==> config.mk <==
export PLATFORM = sky130hd
export DESIGN_NAME = rf_frame_serializer
export DESIGN_NICKNAME = d
export VERILOG_FILES = /design/src/rtl/rf_pkt_pkg.sv /design/src/rtl/rf_frame_flatten.sv /design/src/rtl/rf_frame_serializer.sv
export SDC_FILE = /design/constraint.sdc
export NUM_CORES = 1
export LEC_CHECK = 0
export ABC_AREA = 0
export BUFFER_PORTS_ARGS = -buffer_cell sky130_fd_sc_hd__buf_2
export CAP_MARGIN = 20
export CORE_MARGIN = 1.5
export CORE_UTILIZATION = 56
export CTS_BUF_LIST = sky130_fd_sc_hd__clkbuf_8
export CTS_CLUSTER_DIAMETER = 60
export DETAILED_ROUTE_END_ITERATION = 10
export PLACE_DENSITY = 0.78
export SYNTH_ARGS = -nofsm -noshare
export SYNTH_HDL_FRONTEND = slang
export SYNTH_HIERARCHICAL = 1
export SYNTH_SLANG_ARGS = --single-unit
==> constraint.sdc <==
create_clock -name clk -period 7.2 [get_ports clk]
set_input_delay 1.08 -clock clk [delete_from_list [all_inputs] [get_ports clk]]
set_output_delay 1.08 -clock clk [all_outputs]
set_load 0.05 [all_outputs]
==> src/rtl/rf_pkt_pkg.sv <==
// ============================================================================
//  Module      : rf_pkt_pkg
//  Description : Shared types and constants for the RF frame serializer.
//                Holds the serializer state encoding, the default sync word
//                and the payload lengths of the two frame formats.
//                Optional feature macro: RF_SER_PARITY_EN adds the PAR state.
//  Revision    : 1.0 - initial release
// ============================================================================
`default_nettype none

package rf_pkt_pkg;

    // Default sync word, transmitted MSB first ahead of every frame.
    localparam int                    DEF_SYNC_W    = 8;
    localparam logic [DEF_SYNC_W-1:0] DEF_SYNC_WORD = 8'hA5;

    // Payload lengths: format0 = 8 rows x 10 bits, format1 = 4 rows x 6 bits.
    localparam int F0_PAYLOAD_BITS = 80;
    localparam int F1_PAYLOAD_BITS = 24;

    typedef enum logic [2:0] {
        S_IDLE = 3'd0,
        S_SYNC = 3'd1,
        S_FMT  = 3'd2,
        S_DATA = 3'd3
`ifdef RF_SER_PARITY_EN
        ,
        S_PAR  = 3'd4
`endif
    } ser_state_t;

endpackage

`default_nettype wire

==> src/rtl/rf_frame_flatten.sv <==
// ============================================================================
//  Module      : rf_frame_flatten
//  Description : Combinational mapping of a captured frame (packed rows) and
//                its format select onto one flat payload vector, bit 0 first
//                on the line, plus the number of payload bits to send.
//                format0: all rows, all columns (payload == rows).
//                format1: rows 0..F1_ROWS-1, columns 0..F1_COLS-1 only,
//                         packed densely; unused upper bits are zero.
//  Ports       : rows        - captured frame, row r at [r*DATA_WIDTH +: DATA_WIDTH]
//                fmt         - 0 = format0, 1 = format1
//                payload     - flat payload, sent from bit 0 upward
//                payload_len - number of valid payload bits
//  Revision    : 1.0 - initial release
// ============================================================================
`default_nettype none

module rf_frame_flatten #(
    parameter int DATA_WIDTH = 10,
    parameter int DATA_DEPTH = 8,
    parameter int F1_ROWS    = 4,
    parameter int F1_COLS    = 6,
    parameter int PAY_W      = DATA_WIDTH * DATA_DEPTH,
    parameter int LEN_W      = $clog2(PAY_W + 1)
) (
    input  logic [PAY_W-1:0] rows,
    input  logic             fmt,
    output logic [PAY_W-1:0] payload,
    output logic [LEN_W-1:0] payload_len
);

    localparam int c_F1_BITS = F1_ROWS * F1_COLS;

    logic [PAY_W-1:0] w_f1_payload;

    // Format1 keeps only the low F1_COLS bits of each of the first F1_ROWS
    // rows and packs them back to back, so no padding ever reaches the line.
    for (genvar r = 0; r < F1_ROWS; r++) begin : g_row
        for (genvar c = 0; c < F1_COLS; c++) begin : g_col
            assign w_f1_payload[r*F1_COLS + c] = rows[r*DATA_WIDTH + c];
        end
    end

    if (c_F1_BITS < PAY_W) begin : g_pad
        assign w_f1_payload[PAY_W-1:c_F1_BITS] = '0;
    end

    assign payload     = fmt ? w_f1_payload : rows;
    assign payload_len = fmt ? LEN_W'(c_F1_BITS) : LEN_W'(PAY_W);

endmodule

`default_nettype wire

==> src/rtl/rf_frame_serializer.sv <==
// ============================================================================
//  Module      : rf_frame_serializer
//  Description : Accepts one scrambled frame per valid/ready handshake and
//                transmits it as a single-bit stream: sync word (MSB first),
//                format bit, then the payload (row 0 upward, LSB first).
//                Each line bit is held until the first bit_en strobe seen
//                while it is on the line.
//                Optional feature macro: RF_SER_PARITY_EN appends one even
//                parity bit covering the payload bits only.
//  Ports       : clk, rst      - clock, synchronous active-high reset
//                bit_en        - strobe that ends the current line bit
//                in_valid/in_ready - frame handshake
//                enc_used      - format select (0 = 80-bit, 1 = 24-bit payload)
//                par_in        - frame rows, row 0 at the low index
//                tx_bit        - serial line (idle mark = 1)
//                tx_active     - high while a frame is on the line
//                tx_done       - one-cycle pulse after the last bit
//                frame_cnt     - frames completely sent, wraps at 16 bits
//  Revision    : 1.0 - initial release
// ============================================================================
`default_nettype none

module rf_frame_serializer
    import rf_pkt_pkg::*;
#(
    parameter int                DATA_WIDTH = 10,
    parameter int                DATA_DEPTH = 8,
    parameter int                SYNC_W     = DEF_SYNC_W,
    parameter logic [SYNC_W-1:0] SYNC_WORD  = DEF_SYNC_WORD,
    parameter int                F1_ROWS    = 4,
    parameter int                F1_COLS    = 6
) (
    input  logic                             clk,
    input  logic                             rst,
    input  logic                             bit_en,
    input  logic                             in_valid,
    output logic                             in_ready,
    input  logic                             enc_used,
    input  logic [DATA_DEPTH*DATA_WIDTH-1:0] par_in,
    output logic                             tx_bit,
    output logic                             tx_active,
    output logic                             tx_done,
    output logic [15:0]                      frame_cnt
);

    localparam int c_PAY_W = DATA_DEPTH * DATA_WIDTH;
    localparam int c_CNT_W = $clog2(c_PAY_W);
    localparam int c_LEN_W = $clog2(c_PAY_W + 1);

    ser_state_t           r_state;
    ser_state_t           w_next_state;
    logic [c_CNT_W-1:0]   r_cnt;
    logic [c_CNT_W-1:0]   w_next_cnt;
    logic [SYNC_W-1:0]    r_sync;
    logic                 r_fmt;
    logic [c_PAY_W-1:0]   r_rows;
    logic                 r_tx_done;
    logic [15:0]          r_frame_cnt;

    logic                 w_capture;
    logic                 w_done;
    logic                 w_tx_bit;
    logic                 w_in_ready;
    logic                 w_last_data;
    logic [c_PAY_W-1:0]   w_payload;
    logic [c_LEN_W-1:0]   w_payload_len;

`ifdef RF_SER_PARITY_EN
    logic                 r_par;
    logic                 w_next_par;
`endif

    rf_frame_flatten #(
        .DATA_WIDTH (DATA_WIDTH),
        .DATA_DEPTH (DATA_DEPTH),
        .F1_ROWS    (F1_ROWS),
        .F1_COLS    (F1_COLS),
        .PAY_W      (c_PAY_W),
        .LEN_W      (c_LEN_W)
    ) u_flatten (
        .rows        (r_rows),
        .fmt         (r_fmt),
        .payload     (w_payload),
        .payload_len (w_payload_len)
    );

    // in_ready is forced low while rst is asserted, even though the state
    // register may already read IDLE.
    assign w_in_ready  = (r_state == S_IDLE) && !rst;
    assign w_last_data = ((c_LEN_W'(r_cnt) + c_LEN_W'(1)) == w_payload_len);

    // ------------------------------------------------------------------
    // Next-state / output logic
    // ------------------------------------------------------------------
    always_comb begin
        w_next_state = r_state;
        w_next_cnt   = r_cnt;
        w_capture    = 1'b0;
        w_done       = 1'b0;
        w_tx_bit     = 1'b1;
`ifdef RF_SER_PARITY_EN
        w_next_par   = r_par;
`endif
        case (r_state)
            S_IDLE: begin
                // bit_en is deliberately ignored in the capture cycle.
                if (in_valid && w_in_ready) begin
                    w_capture    = 1'b1;
                    w_next_state = S_SYNC;
                    w_next_cnt   = '0;
                end
            end
            S_SYNC: begin
                w_tx_bit = r_sync[SYNC_W-1];
                if (bit_en) begin
                    if (r_cnt == c_CNT_W'(SYNC_W - 1)) begin
                        w_next_state = S_FMT;
                        w_next_cnt   = '0;
                    end else begin
                        w_next_cnt = r_cnt + c_CNT_W'(1);
                    end
                end
            end
            S_FMT: begin
                w_tx_bit = r_fmt;
                if (bit_en) begin
                    w_next_state = S_DATA;
                    w_next_cnt   = '0;
`ifdef RF_SER_PARITY_EN
                    w_next_par   = 1'b0;
`endif
                end
            end
            S_DATA: begin
                w_tx_bit = w_payload[r_cnt];
                if (bit_en) begin
`ifdef RF_SER_PARITY_EN
                    w_next_par = r_par ^ w_payload[r_cnt];
`endif
                    if (w_last_data) begin
                        w_next_cnt = '0;
`ifdef RF_SER_PARITY_EN
                        w_next_state = S_PAR;
`else
                        w_next_state = S_IDLE;
                        w_done       = 1'b1;
`endif
                    end else begin
                        w_next_cnt = r_cnt + c_CNT_W'(1);
                    end
                end
            end
`ifdef RF_SER_PARITY_EN
            S_PAR: begin
                w_tx_bit = r_par;
                if (bit_en) begin
                    w_next_state = S_IDLE;
                    w_done       = 1'b1;
                end
            end
`endif
            default: begin
                w_next_state = S_IDLE;
                w_next_cnt   = '0;
            end
        endcase
    end

    // ------------------------------------------------------------------
    // State and datapath registers
    // ------------------------------------------------------------------
    always_ff @(posedge clk) begin
        if (rst) begin
            r_state     <= S_IDLE;
            r_cnt       <= '0;
            r_sync      <= '0;
            r_fmt       <= 1'b0;
            r_rows      <= '0;
            r_tx_done   <= 1'b0;
            r_frame_cnt <= '0;
`ifdef RF_SER_PARITY_EN
            r_par       <= 1'b0;
`endif
        end else begin
            r_state   <= w_next_state;
            r_cnt     <= w_next_cnt;
            r_tx_done <= w_done;
            if (w_done) begin
                r_frame_cnt <= r_frame_cnt + 16'd1;
            end
            if (w_capture) begin
                r_rows <= par_in;
                r_fmt  <= enc_used;
                r_sync <= SYNC_WORD;
            end else if (r_state == S_SYNC && bit_en) begin
                // Sync word leaves through the MSB of a shift register.
                r_sync <= {r_sync[SYNC_W-2:0], 1'b0};
            end
`ifdef RF_SER_PARITY_EN
            r_par <= w_next_par;
`endif
        end
    end

    assign in_ready  = w_in_ready;
    assign tx_bit    = w_tx_bit;
    assign tx_active = (r_state != S_IDLE);
    assign tx_done   = r_tx_done;
    assign frame_cnt = r_frame_cnt;

endmodule

`default_nettype wire

==> impl_results.md <==
- Status: completed
- First-pass GRT wire length: 22.4 mm
- DP Wirelength: ~9 mm
- Antenna diodes: 0
- Maxcap violations: 0
- RSZ-0062 raised after global routing: no
- Relative slew slack: 0.286
- Hold WS: 0.454 ns
- Clock root buffer: clkbuf_8
- Yosys cell types: 49
- Setup Fix Bufs, Post-CTS: 0
- Fmax: 231 MHz
- Starting density of the core: 0.582
- Period utilisation layout: 0.602
- Top FF cell, synth: dfxtp_1
- Max Slew Vio Count: 0
- CTS clk-pin slew, worst paths: 0.07 ns
- Crit start category: flop
- Final ANT Viol Nets: 0
- Synth Area in XOR/XNOR: 0.0116
- Critical path peak fanout: 52
- Critical path cell sequence: buf_4, nor2b_1, mux4_2, mux4_2, nand4_1, o311ai_0, buf_2
- Peak VDD IR: 0.155 mV
- IO buf count: 104
- Nets: 889
- Compound-Gate Fraction of Synth Area: 0.143
- Fin Clk Skew: roughly 0.014 ns
- CTS Sinks: 115
- Max incr delay on CP: about 0.66 ns
- I/O pin count: roughly 110
- Share of layout cells above drive strength 1: 0.230
- Worst-Skew Late Latency: 0.43 ns
- Largest area contributor in the netlist: dfxtp_1
- Pre-CTS setup slack: 3.23 ns
- Row count: 37
- Largest net degree at the start of global routing: 102
- Drt wl/cell: 14.2 um
- Count of hold-fix buffers inserted at cts: 0
- Die H: 107 um
- Finish-stage setup viols: 0
- Crit path kind: flop to output pin
- Syn avg cell area: ~8.2 um2
- Routed wire length: roughly 13 mm
- Main combinational cell family by area after synthesis: simple AND/OR/NAND/NOR gates
- Worst EP required: just over 6 ns
- Arr. time, crit path: between 3 and 4 ns
- Leakage power: 2.73 nW
- Total track usage: 0.244
- Simple-gate portion of the synthesized area: 0.249
- Placer congestion estimate: 0.813
- Worst min-delay path category: flop to flop
- Slowest stage cell, crit path: dfxtp_2
- PwrDens: 268 nW/um2
- Post-cts resize count: 0
- Main area contributors after synthesis: dfxtp_1 (38%), nand2_1 (11%), mux4_2 (8.5%), o21ai_0 (8.1%), nor2b_1 (6.2%)
- Starting DRC count in detailed routing: 386
- Fill cell count: 836
- Hold Fails Final Rpt: 0
- Number of synthesized flops with an enable pin: 0
- Synth Register Bits: between 100 and 150
- Post-synthesis mux area share: 0.137
- Fin Setup TNS: 0 ns
- Total grt overflow: 0
- Mapped Cells: between 700 and 800
- Share of the synthesized area in the top cell type: 0.380
- CTS tree: yes
- Vias in the first global route: 5077
- Total CTS buffers: 17
- Crit-path most repeated cell: mux4_2
- Core area: 10400 um2
- Sequential area share after synthesis: 0.380
- Crit path capture type: output pin
- Vias per Instance: roughly 5.6
- Adder-Cell Fraction of Synth Area: 0.0144
- Die width: 107 um
- Power Total: ~1.8 mW
- Async set-reset flop share out of synthesis: 0
- Post-synthesis cell area: roughly 6100 um2
- Area Overhead vs Synth: 13.3%
- Drt drc: 0
- CTS Buffer Depth: 2
- Total number of vias: ~5300
- CTS H-tree depth: 4
- Die area: about 11000 um2
- Warnings, synthesis: 6
- PnR worst setup slack: 2.87 ns
- Initial antenna violation count: 0
- Slew @ Worst Pin: 1.07 ns
- Router iterations before antenna repair: 4
- Post-route minimum period: approximately 4.3 ns
[registers in the layout, indices dropped and copies added (netlist names)]
name       flops
frame_cnt     16
r_cnt          7
r_fmt          1
r_rows        80
r_state        2
r_sync         8
tx_done        1
[synthesized netlist by cell type, types with 5 or more instances]
cell type / instances
a21oi_1: 27
or3_1: 6
mux2_1: 5
mux2_2: 14
o21ai_0: 98
mux4_2: 23
o31ai_1: 12
nand3_1: 12
ha_1: 7
buf_4: 16
mux2i_1: 10
inv_1: 13
buf_2: 12
dfxtp_1: 115
nor2_1: 16
nor2b_1: 60
or4_1: 13
clkbuf_1: 40
nor3_1: 11
nand2_1: 178
[through the flow]
step / std cells / area (um2) / utilization
floorplan: 739 / 6080 / -
global placement: 914 / 6470 / 0.621
detailed placement: 914 / 6470 / 0.621
CTS: 946 / 6870 / 0.660
global route: 946 / 6870 / 0.660
finish: 946 / 6870 / 0.660
[per-layer routing]
layer	GRT usage	wire length, um	up-vias
li1	-	-	2633
met1	0.298	6010	2454
met2	0.415	6610	159
met3	0.0547	629	20
met4	0.100	235	0
met5	0	0	-
[cells by family after synthesis]
group           Yosys count
flops                   115
other cells               2
xor+xnor                  8
compound gates          153
simple gates            317
fa+ha+maj                 7
mux                      52
buf+inv                  82
[critical path, delay by kind of cell (launching register included)]
kind,cells,cell delay [ns]
buf+inv,2,0.79
simple gates,2,0.22
compound gates,1,0.19
flops,1,0.66
mux,2,0.96
[path summary, 6_finish.rpt]
path	start	endpoint	slack [ns]	depth (start not counted)
worst min register to register	r_rows[64]$_SDFFE_PP0P_	r_rows[64]$_SDFFE_PP0P_	0.45	2
worst min-delay path	r_rows[64]$_SDFFE_PP0P_	r_rows[64]$_SDFFE_PP0P_	0.45	2
worst max register to register	r_cnt[1]$_SDFFE_PP0P_	frame_cnt[3]$_SDFFE_PP0P_	3.21	7
worst max-delay path	r_fmt$_SDFFE_PP0P_	tx_bit	2.87	7
[area by class of cell]
type	count	area (um2)	share of cell area
timing repair buffer	108	551	0.0801
inverter	13	48.8	0.00710
tap	136	170	0.0248
clock buffer	17	234	0.0341
sequential	115	2300	0.335
multi-input combinational	542	3400	0.494
clock inverter	15	168	0.0244
[cell usage in the layout (no fill, tap or decap), drive strengths merged, types with 11 or more instances in the layout]
cell    instances
nand2         178
dfxtp         115
buf           108
o21ai          98
nor2b          60
a21oi          27
mux4           23
mux2           19
clkbuf         17
nor2           16
inv            14
or4            13
nand3          13
o31ai          12
nor3           11
[report_power, final]
part / switching (mW) / internal [mW]
combinational: 0.240 / 0.192
clock: 0.267 / 0.338
sequential: 0.0676 / 0.739
total: 0.575 / 1.27
Note: power is estimated with default switching activity, not from simulation.
